===== config.mk =====
export PLATFORM = sky130hd
export DESIGN_NAME = axil_led_seq
export DESIGN_NICKNAME = d
export VERILOG_FILES = /design/src/rtl/axil_led_seq.sv
export SDC_FILE = /design/constraint.sdc
export NUM_CORES = 1
export LEC_CHECK = 0
export CAP_MARGIN = 20
export CORE_ASPECT_RATIO = 0.9
export CORE_MARGIN = 8
export CORE_UTILIZATION = 40
export DETAILED_ROUTE_END_ITERATION = 12
export DONT_BUFFER_PORTS = 1
export GPL_ROUTABILITY_DRIVEN = 0
export GPL_TIMING_DRIVEN = 0
export PLACE_DENSITY = 0.6
export SLEW_MARGIN = 15
export SYNTH_ARGS = -nofsm -noshare
export SYNTH_HDL_FRONTEND = slang
export SYNTH_SLANG_ARGS = --single-unit

===== constraint.sdc =====
create_clock -name clk100 -period 4.05 [get_ports clk100]
set_input_delay 0.6075 -clock clk100 [delete_from_list [all_inputs] [get_ports clk100]]
set_output_delay 0.6075 -clock clk100 [all_outputs]
set_load 0.1 [all_outputs]

===== src/rtl/axil_led_seq.sv =====
// axil_led_seq: AXI4-Lite slave driving the board LED.
//   Plays a programmable bit pattern on led_o at a programmable bit rate and
//   forwards a 5-bit divider value (led_div_o + one-cycle led_wren_o strobe)
//   to the block-design LED counter.
// Ports:
//   clk100, rstn        clock, asynchronous active-low reset
//   S_AXI_*             AXI4-Lite slave (one outstanding read, one write)
//   led_o               pattern output
//   led_div_o           divider value, led_wren_o strobes one cycle on update
//   irq_o               (only with LED_SEQ_IRQ_EN) done & irq_en, registered
// Optional feature macro: LED_SEQ_IRQ_EN
//   Adds irq_o, CTRL[3] irq_en, and makes STATUS[9] (done) write-1-to-clear;
//   without it, done simply mirrors the DONE state.
module axil_led_seq #(
    parameter int          C_S_AXI_DATA_WIDTH = 32,
    parameter int          C_S_AXI_ADDR_WIDTH = 7,
    parameter logic [31:0] PRESCALE_RST       = 32'd49_999_999
) (
    input  logic                            clk100,
    input  logic                            rstn,
    input  logic [C_S_AXI_ADDR_WIDTH-1:0]   S_AXI_AWADDR,
    input  logic [2:0]                      S_AXI_AWPROT,
    input  logic                            S_AXI_AWVALID,
    output logic                            S_AXI_AWREADY,
    input  logic [C_S_AXI_DATA_WIDTH-1:0]   S_AXI_WDATA,
    input  logic [3:0]                      S_AXI_WSTRB,
    input  logic                            S_AXI_WVALID,
    output logic                            S_AXI_WREADY,
    output logic [1:0]                      S_AXI_BRESP,
    output logic                            S_AXI_BVALID,
    input  logic                            S_AXI_BREADY,
    input  logic [C_S_AXI_ADDR_WIDTH-1:0]   S_AXI_ARADDR,
    input  logic [2:0]                      S_AXI_ARPROT,
    input  logic                            S_AXI_ARVALID,
    output logic                            S_AXI_ARREADY,
    output logic [C_S_AXI_DATA_WIDTH-1:0]   S_AXI_RDATA,
    output logic [1:0]                      S_AXI_RRESP,
    output logic                            S_AXI_RVALID,
    input  logic                            S_AXI_RREADY,
    output logic                            led_o,
    output logic [4:0]                      led_div_o,
    output logic                            led_wren_o
`ifdef LED_SEQ_IRQ_EN
    ,
    output logic                            irq_o
`endif
);

`ifdef LED_SEQ_IRQ_EN
    localparam int CTRL_W = 4;
`else
    localparam int CTRL_W = 3;
`endif

    localparam logic [2:0] A_CTRL  = 3'd0;
    localparam logic [2:0] A_PRESC = 3'd1;
    localparam logic [2:0] A_PATT  = 3'd2;
    localparam logic [2:0] A_LEN   = 3'd3;
    localparam logic [2:0] A_STAT  = 3'd4;
    localparam logic [2:0] A_DIV   = 3'd5;

    typedef enum logic [1:0] {S_IDLE, S_RUN, S_DONE} state_t;

    function automatic logic [31:0] apply_strb(input logic [31:0] old_v,
                                               input logic [31:0] new_v,
                                               input logic [3:0]  strb);
        logic [31:0] r;
        for (int b = 0; b < 4; b++)
            r[8*b +: 8] = strb[b] ? new_v[8*b +: 8] : old_v[8*b +: 8];
        return r;
    endfunction

    logic              awready_q, bvalid_q, arready_q, rvalid_q;
    logic [31:0]       rdata_q, rd_mux;
    logic [CTRL_W-1:0] ctrl_q;
    logic [31:0]       prescale_q, pattern_q, cnt_q, cnt_d;
    logic [4:0]        len_q, div_q, idx_q, idx_d;
    logic              wren_q, led_q, led_d, done_q, done_d, done_set;
    state_t            state_q, state_d;

    logic       wr_en;
    logic [2:0] wr_sel;
    logic       run, oneshot, invert;

    assign run     = ctrl_q[0];
    assign oneshot = ctrl_q[1];
    assign invert  = ctrl_q[2];

    // Write is committed on the edge where AWREADY/WREADY are high.
    assign wr_en  = awready_q & S_AXI_AWVALID & S_AXI_WVALID;
    assign wr_sel = S_AXI_AWADDR[4:2];

    // AXI handshake state.
    always_ff @(posedge clk100 or negedge rstn) begin
        if (!rstn) begin
            awready_q <= 1'b0;
            bvalid_q  <= 1'b0;
            arready_q <= 1'b0;
            rvalid_q  <= 1'b0;
            rdata_q   <= '0;
        end else begin
            // ~awready_q keeps the ready a single-cycle pulse.
            awready_q <= S_AXI_AWVALID & S_AXI_WVALID & ~bvalid_q & ~awready_q;
            if (wr_en)
                bvalid_q <= 1'b1;
            else if (S_AXI_BREADY)
                bvalid_q <= 1'b0;

            arready_q <= S_AXI_ARVALID & ~rvalid_q & ~arready_q;
            if (arready_q && S_AXI_ARVALID) begin
                rvalid_q <= 1'b1;
                rdata_q  <= rd_mux;
            end else if (S_AXI_RREADY) begin
                rvalid_q <= 1'b0;
            end
        end
    end

    // Register file.
    always_ff @(posedge clk100 or negedge rstn) begin
        if (!rstn) begin
            ctrl_q     <= '0;
            prescale_q <= PRESCALE_RST;
            pattern_q  <= '0;
            len_q      <= 5'd31;
            div_q      <= '0;
            wren_q     <= 1'b0;
        end else begin
            wren_q <= 1'b0;
            if (wr_en) begin
                case (wr_sel)
                    A_CTRL:  if (S_AXI_WSTRB[0]) ctrl_q <= S_AXI_WDATA[CTRL_W-1:0];
                    A_PRESC: prescale_q <= apply_strb(prescale_q, S_AXI_WDATA, S_AXI_WSTRB);
                    A_PATT:  pattern_q  <= apply_strb(pattern_q, S_AXI_WDATA, S_AXI_WSTRB);
                    A_LEN:   if (S_AXI_WSTRB[0]) len_q <= S_AXI_WDATA[4:0];
                    A_DIV: begin
                        if (S_AXI_WSTRB[0]) begin
                            div_q  <= S_AXI_WDATA[4:0];
                            wren_q <= 1'b1;
                        end
                    end
                    default: ;
                endcase
            end
        end
    end

    // Sequencer next-state logic.
    always_comb begin
        state_d  = state_q;
        idx_d    = idx_q;
        cnt_d    = cnt_q;
        led_d    = invert;
        done_set = 1'b0;
        case (state_q)
            S_IDLE: begin
                idx_d = '0;
                cnt_d = prescale_q;
                if (run) state_d = S_RUN;
            end
            S_RUN: begin
                led_d = pattern_q[idx_q] ^ invert;
                if (!run) begin
                    // Abandon the current bit immediately.
                    state_d = S_IDLE;
                    idx_d   = '0;
                    cnt_d   = prescale_q;
                end else if (cnt_q == 32'd0) begin
                    cnt_d = prescale_q;
                    // >= so that lowering LEN below the index wraps at the next boundary.
                    if (idx_q >= len_q) begin
                        idx_d = '0;
                        if (oneshot) begin
                            state_d  = S_DONE;
                            done_set = 1'b1;
                        end
                    end else begin
                        idx_d = idx_q + 5'd1;
                    end
                end else begin
                    cnt_d = cnt_q - 32'd1;
                end
            end
            S_DONE: begin
                idx_d = '0;
                cnt_d = prescale_q;
                if (!run) state_d = S_IDLE;
            end
            default: state_d = S_IDLE;
        endcase

`ifdef LED_SEQ_IRQ_EN
        // Set has priority over a simultaneous write-1-to-clear.
        done_d = done_set | (done_q & ~(wr_en && wr_sel == A_STAT &&
                                        S_AXI_WSTRB[1] && S_AXI_WDATA[9]));
`else
        done_d = done_set | (done_q & (state_d == S_DONE));
`endif
    end

    always_ff @(posedge clk100 or negedge rstn) begin
        if (!rstn) begin
            state_q <= S_IDLE;
            idx_q   <= '0;
            cnt_q   <= PRESCALE_RST;
            led_q   <= 1'b0;
            done_q  <= 1'b0;
        end else begin
            state_q <= state_d;
            idx_q   <= idx_d;
            cnt_q   <= cnt_d;
            led_q   <= led_d;
            done_q  <= done_d;
        end
    end

`ifdef LED_SEQ_IRQ_EN
    logic irq_q;
    always_ff @(posedge clk100 or negedge rstn) begin
        if (!rstn) irq_q <= 1'b0;
        else       irq_q <= done_q & ctrl_q[3];
    end
    assign irq_o = irq_q;
`endif

    // Read data mux; unmapped offsets read as zero.
    always_comb begin
        rd_mux = '0;
        case (S_AXI_ARADDR[4:2])
            A_CTRL:  rd_mux = {{(32-CTRL_W){1'b0}}, ctrl_q};
            A_PRESC: rd_mux = prescale_q;
            A_PATT:  rd_mux = pattern_q;
            A_LEN:   rd_mux = {27'd0, len_q};
            A_STAT:  rd_mux = {22'd0, done_q, (state_q == S_RUN), 3'd0, idx_q};
            A_DIV:   rd_mux = {27'd0, div_q};
            default: rd_mux = '0;
        endcase
    end

    logic unused_ok;
    assign unused_ok = ^{S_AXI_AWPROT, S_AXI_ARPROT,
                         S_AXI_AWADDR[C_S_AXI_ADDR_WIDTH-1:5], S_AXI_AWADDR[1:0],
                         S_AXI_ARADDR[C_S_AXI_ADDR_WIDTH-1:5], S_AXI_ARADDR[1:0]};

    assign S_AXI_AWREADY = awready_q;
    assign S_AXI_WREADY  = awready_q;
    assign S_AXI_BRESP   = 2'b00;
    assign S_AXI_BVALID  = bvalid_q;
    assign S_AXI_ARREADY = arready_q;
    assign S_AXI_RDATA   = rdata_q;
    assign S_AXI_RRESP   = 2'b00;
    assign S_AXI_RVALID  = rvalid_q;
    assign led_o         = led_q;
    assign led_div_o     = div_q;
    assign led_wren_o    = wren_q;

endmodule


; ---- Word-level counts from Yosys, hierarchy flattened
; Index checks and enable logic that the tools add are counted.
; W data, S select, Z words.
[op_classes]
addsub = 2
magnitude_cmp = 2
n_eq_ne = 13
n_mux = 30
n_bitwise = 14
reduce_logical = 21
[ops]
columns = cell, n
row1 = $pmux W32 S6, 1
row2 = $mux W32, 2
row3 = $pmux W32 S2, 1
row4 = $reduce_and A3 Y1, 11
row5 = $logic_not A32 Y1, 1
row6 = $sub A32 B1 Y32 const B, 1
row7 = $mux W5, 3
row8 = $mux W1, 14
row9 = $eq A3 B2 Y1 const B, 4
row10 = $mux W2, 6
row11 = $pmux W5 S2, 1
row12 = $eq A3 B3 Y1 const B, 3
row13 = $and A1 B1 Y1, 8
row14 = $eq A3 B1 Y1 const B, 2
row15 = $logic_not A3 Y1, 2
row16 = $lt A5 B6 Y1 const B, 1
row17 = $pmux W2 S3, 1
row18 = $reduce_bool A2 Y1, 3
row19 = $add A5 B1 Y5 const B, 1
row20 = $bmux W1 S5, 1
row21 = $ge A5 B5 Y1, 1
row22 = $eq A2 B2 Y1 const B, 2
row23 = $not A1 Y1, 4
row24 = $ne A3 B3 Y1 const B, 1
row25 = 7 further kinds, 7
[word_totals]
regBits = 155

; ---- Longest topological paths before layout
[logic_depth]
depth_word = 8
depth_mapped = 9

; ---- Worst setup path after synthesis
; Ideal clock, no wire load.
[synth_timing]
path_type = register to register
startpoint = register cnt_q[23]
endpoint = register cnt_q[9]
setup_ps = 126
arrival_time_ps = 2328
t_required_ps = 3924
setup_slack_ps = 1596
stages_incl_launch_ff = 8
path_cell_list = dfstp_2 > or3_1 > or4b_1 > or4_4 > buf_6 > nand2_4 > o21ai_1 > a221o_1
[synth_via]
elab_chain_len = 4
[synth_rtl]
columns = item, line
row1 = from (decl), 76  ; logic [31:0] prescale_q, pattern_q, cnt_q, cnt_d;
row2 = from (signal assigned), 211  ; cnt_q <= cnt_d;
row3 = $logic_not A32 Y1, 168  ; end else if (cnt_q == 32'd0) begin
row4 = $mux W32, 168
row5 = $mux W32, 163  ; if (!run) begin
row6 = $pmux W32 S2, 155  ; case (state_q)
; No other way between the ends.
; A chain may end at the register's enable or synchronous reset.

; ---- Worst setup path after layout
[layout_timing]
startpoint = register idx_q[0]
endpoint = register idx_q[0]
[layout_via]
elab_chain_len = 5
elab_cells_between_ends = 6
classes_between = 1 x add/sub / 1 x order compare / 4 x mux
[layout_rtl]
columns = item, line
row1 = from (decl), 77  ; logic [4:0] len_q, div_q, idx_q, idx_d;
row2 = from (signal assigned), 210  ; idx_q <= idx_d;
row3 = $add A5 B1 Y5 or $ge A5 B5 Y1 (tied branches), "178, 171"
row4 = $mux W5 *, 171  ; if (idx_q >= len_q) begin
row5 = $mux W5 *, 168
row6 = $mux W5 *, 163
row7 = $pmux W5 S2 *, 155
; Mark *: on every way between the ends. The rest lies on a longest branch, timed or not. The select of a mux whose other input is x is not followed.

==> impl_results.md <==
- Synth cell count leaders: dfrtp_1, nand2_1, mux2_2
- Most frequent cell after synthesis: dfrtp_1
- DR iter-0 viols: 538
- Final core utilization: 0.454
- Clock tree root buffer cell: clkbuf_16
- Max Freq: ~0.35 GHz
- Crit Path Class: reg -> reg
- Slew Viols, Final: 0
- Final WL: 22,800 um
- Dpl cell area: about 8000 um^2
- Diode count: 0
- Largest net degree at the start of global routing: ~120
- DRT Pass-1 Iters: 8
- GRT Util Overall: 0.196
- Crit path max fanout: 10
- Worst-case clock buffer depth: 2
- Drt drc: 0
- Area growth from synthesis to layout: 12.3%
- Synth async-reset ratio: 1.00
- Post-synth cell types: 63
- CP endpoint kind: flop
- Unrepaired setup endpoints after global routing: false
- Rel. slew slack: 0.318
- Clock skew: about 0.017 ns
- Die Area: 23,900 um^2
- Worst Hold Class: in -> async
- Vias/cell: about 6.0
- CP arrival: 3.22 ns
- TritonCTS buffer count: 17
- Max_cap viols: 0
- Sequential share of the synthesized area: 0.512
- Place WS: 1.16 ns
- Synthesized area per cell: 10.8 um^2
- Leading area contributor after synthesis: dfrtp_1
- Total power: 3.93 mW
- # placed instances: 966
- Ports: between 100 and 150
- Core Area: 19,000 um^2
- Layout Cells excl Fill: 1,000
- Finished Cell Area: 8620 um^2
- Clk_lat worst skew: 0.44 ns
- CTS Hold Bufs: 1
- Final setup vio count: 0
- Main synth FF type: dfrtp_1
- Number of synthesized flops with an enable pin: 0
- Initial antenna violation count: 0
- Die H: ~150 um
- Outcome: finished clean
- Clock Sinks: between 150 and 200
- CTS tree: done
- Power per cell area: 456 nW/um^2
- First-pass GRT wire length: roughly 36,000 um
- Synth Warn #: 0
- Final setup margin: around 1.2 ns
- Post-CTS setup buffer count: 0
- Post-synth top area share: 0.372
- Post-synthesis instance total: slightly above 700
- CP startpoint kind: flop
- H-tree Lvls: 4
- Crit share post-route: 0.708
- Max VDD drop: ~280 uV
- WL/cell: 22.8 um
- Worst Reg-to-Reg Cells: 9
- Resize count post-CTS: 0
- Largest cells by area after synthesis: dfrtp_1, dfstp_2, mux2_2
- Via Count: 6,023
- FP Rows: 48
- CP required: between 4 and 5 ns
- Die Wd: 162 um
- Final Hold Fails: 0
- Setup TNS: 0 ns
- Port Buffers: 0
- Static Leakage: around 3.6 nW
- Post-layout net count: 807
- Final ANT Viol Nets: 0
- Mapped Area: 7680 um^2
- Vias in the first global route: 6,171
- Final min period: 2.87 ns
- Layout cells sized above 1: 0.233
- Total grt overflow: 0
- Seq cells post-synth: 155
- Worst Max-Slew Pin Slew: 1.02 ns
- Worst-path clk slew: 0.07 ns
- Starting Density: 0.404
- Hold_ws: 0.0173 ns
- DP Wirelength: 16,600 um
final timing paths:
| path | from | endpoint | slack (ns) |
|---|---|---|---|
| max in group asynchronous | rstn | cnt_q[18] | 3.48 |
| setup / recovery | idx_q[0] | idx_q[0] | 1.18 |
| setup reg to reg | idx_q[0] | idx_q[0] | 1.18 |
| hold reg to reg | prescale_q[6] | cnt_q[6] | 0.50 |
| hold / removal | rstn | len_q[1] | 0.02 |
| min in group clk100 | S_AXI_RREADY | S_AXI_RVALID | 0.26 |
final cells by class:
| class | count | area (um^2) |
|---|---|---|
| Fill cell | 1754 | 10400 |
| Sequential cell | 155 | 3930 |
| Inverter | 14 | 52.6 |
| Clock buffer | 17 | 425 |
| Multi-Input combinational cell | 508 | 3520 |
| Buffer | 39 | 181 |
| Tap cell | 250 | 313 |
| Clock inverter | 15 | 163 |
| Timing Repair Buffer | 2 | 32.5 |
layer usage:
layer / up-vias / global-route usage / routed length, um
met5: - / 0 / 0
li1: 2691 / - / -
met3: 45 / 0.0695 / 2500
met4: 0 / 0.0768 / 631
met1: 3027 / 0.252 / 9450
met2: 260 / 0.298 / 10300
cells in the final DEF (no fill, tap or decap), drive strengths merged, types with 10 or more instances in the layout:
master  netlist  layout
nand4        11      11
a21oi        26      26
clkbuf       27      45
buf          12      13
dfrtp       114     114
o21ai        68      68
dfstp        41      41
nand2        83      83
inv          14      19
nor3         27      27
mux4         10      10
nor2         36      36
a22oi        31      31
nor4         12      12
nand3        10      10
mux2         74      74
critical path: stages, from the launching register on:
cell and delay (ns):
dfrtp_1 0.52, buf_1 0.62, inv_1 0.15, ha_1 0.31
nand2b_1 0.14, a21o_1 0.19, a21oi_1 0.18, o211ai_1 0.20
nand2b_1 0.27, o21ai_0 0.19
flip-flops by register name, indices dropped and copies added (netlist names):
name	cells
S_AXI_ARREADY	1
S_AXI_AWREADY	1
S_AXI_BVALID	1
S_AXI_RDATA	32
S_AXI_RVALID	1
cnt_q	32
ctrl_q	3
done_q	1
idx_q	5
led_div_o	5
led_o	1
led_wren_o	1
len_q	5
pattern_q	32
prescale_q	32
state_q	2
cell families after synthesis:
logic type      Yosys count  synth area share
xor+xnor                  6           0.00685
buf+inv                  53            0.0305
mux                      92             0.148
simple gates            224             0.143
other cells               1          0.000489
compound gates          175             0.148
fa+ha+maj                 7            0.0114
flops                   155             0.512
where the power goes:
part	leakage (nW)	switching [mW]	internal, mW
sequential	1.99	0.299	1.67
combinational	1.32	0.217	0.142
clock	0.280	0.683	0.917
total	3.59	1.20	2.73
(Power assumes the default switching activity.)
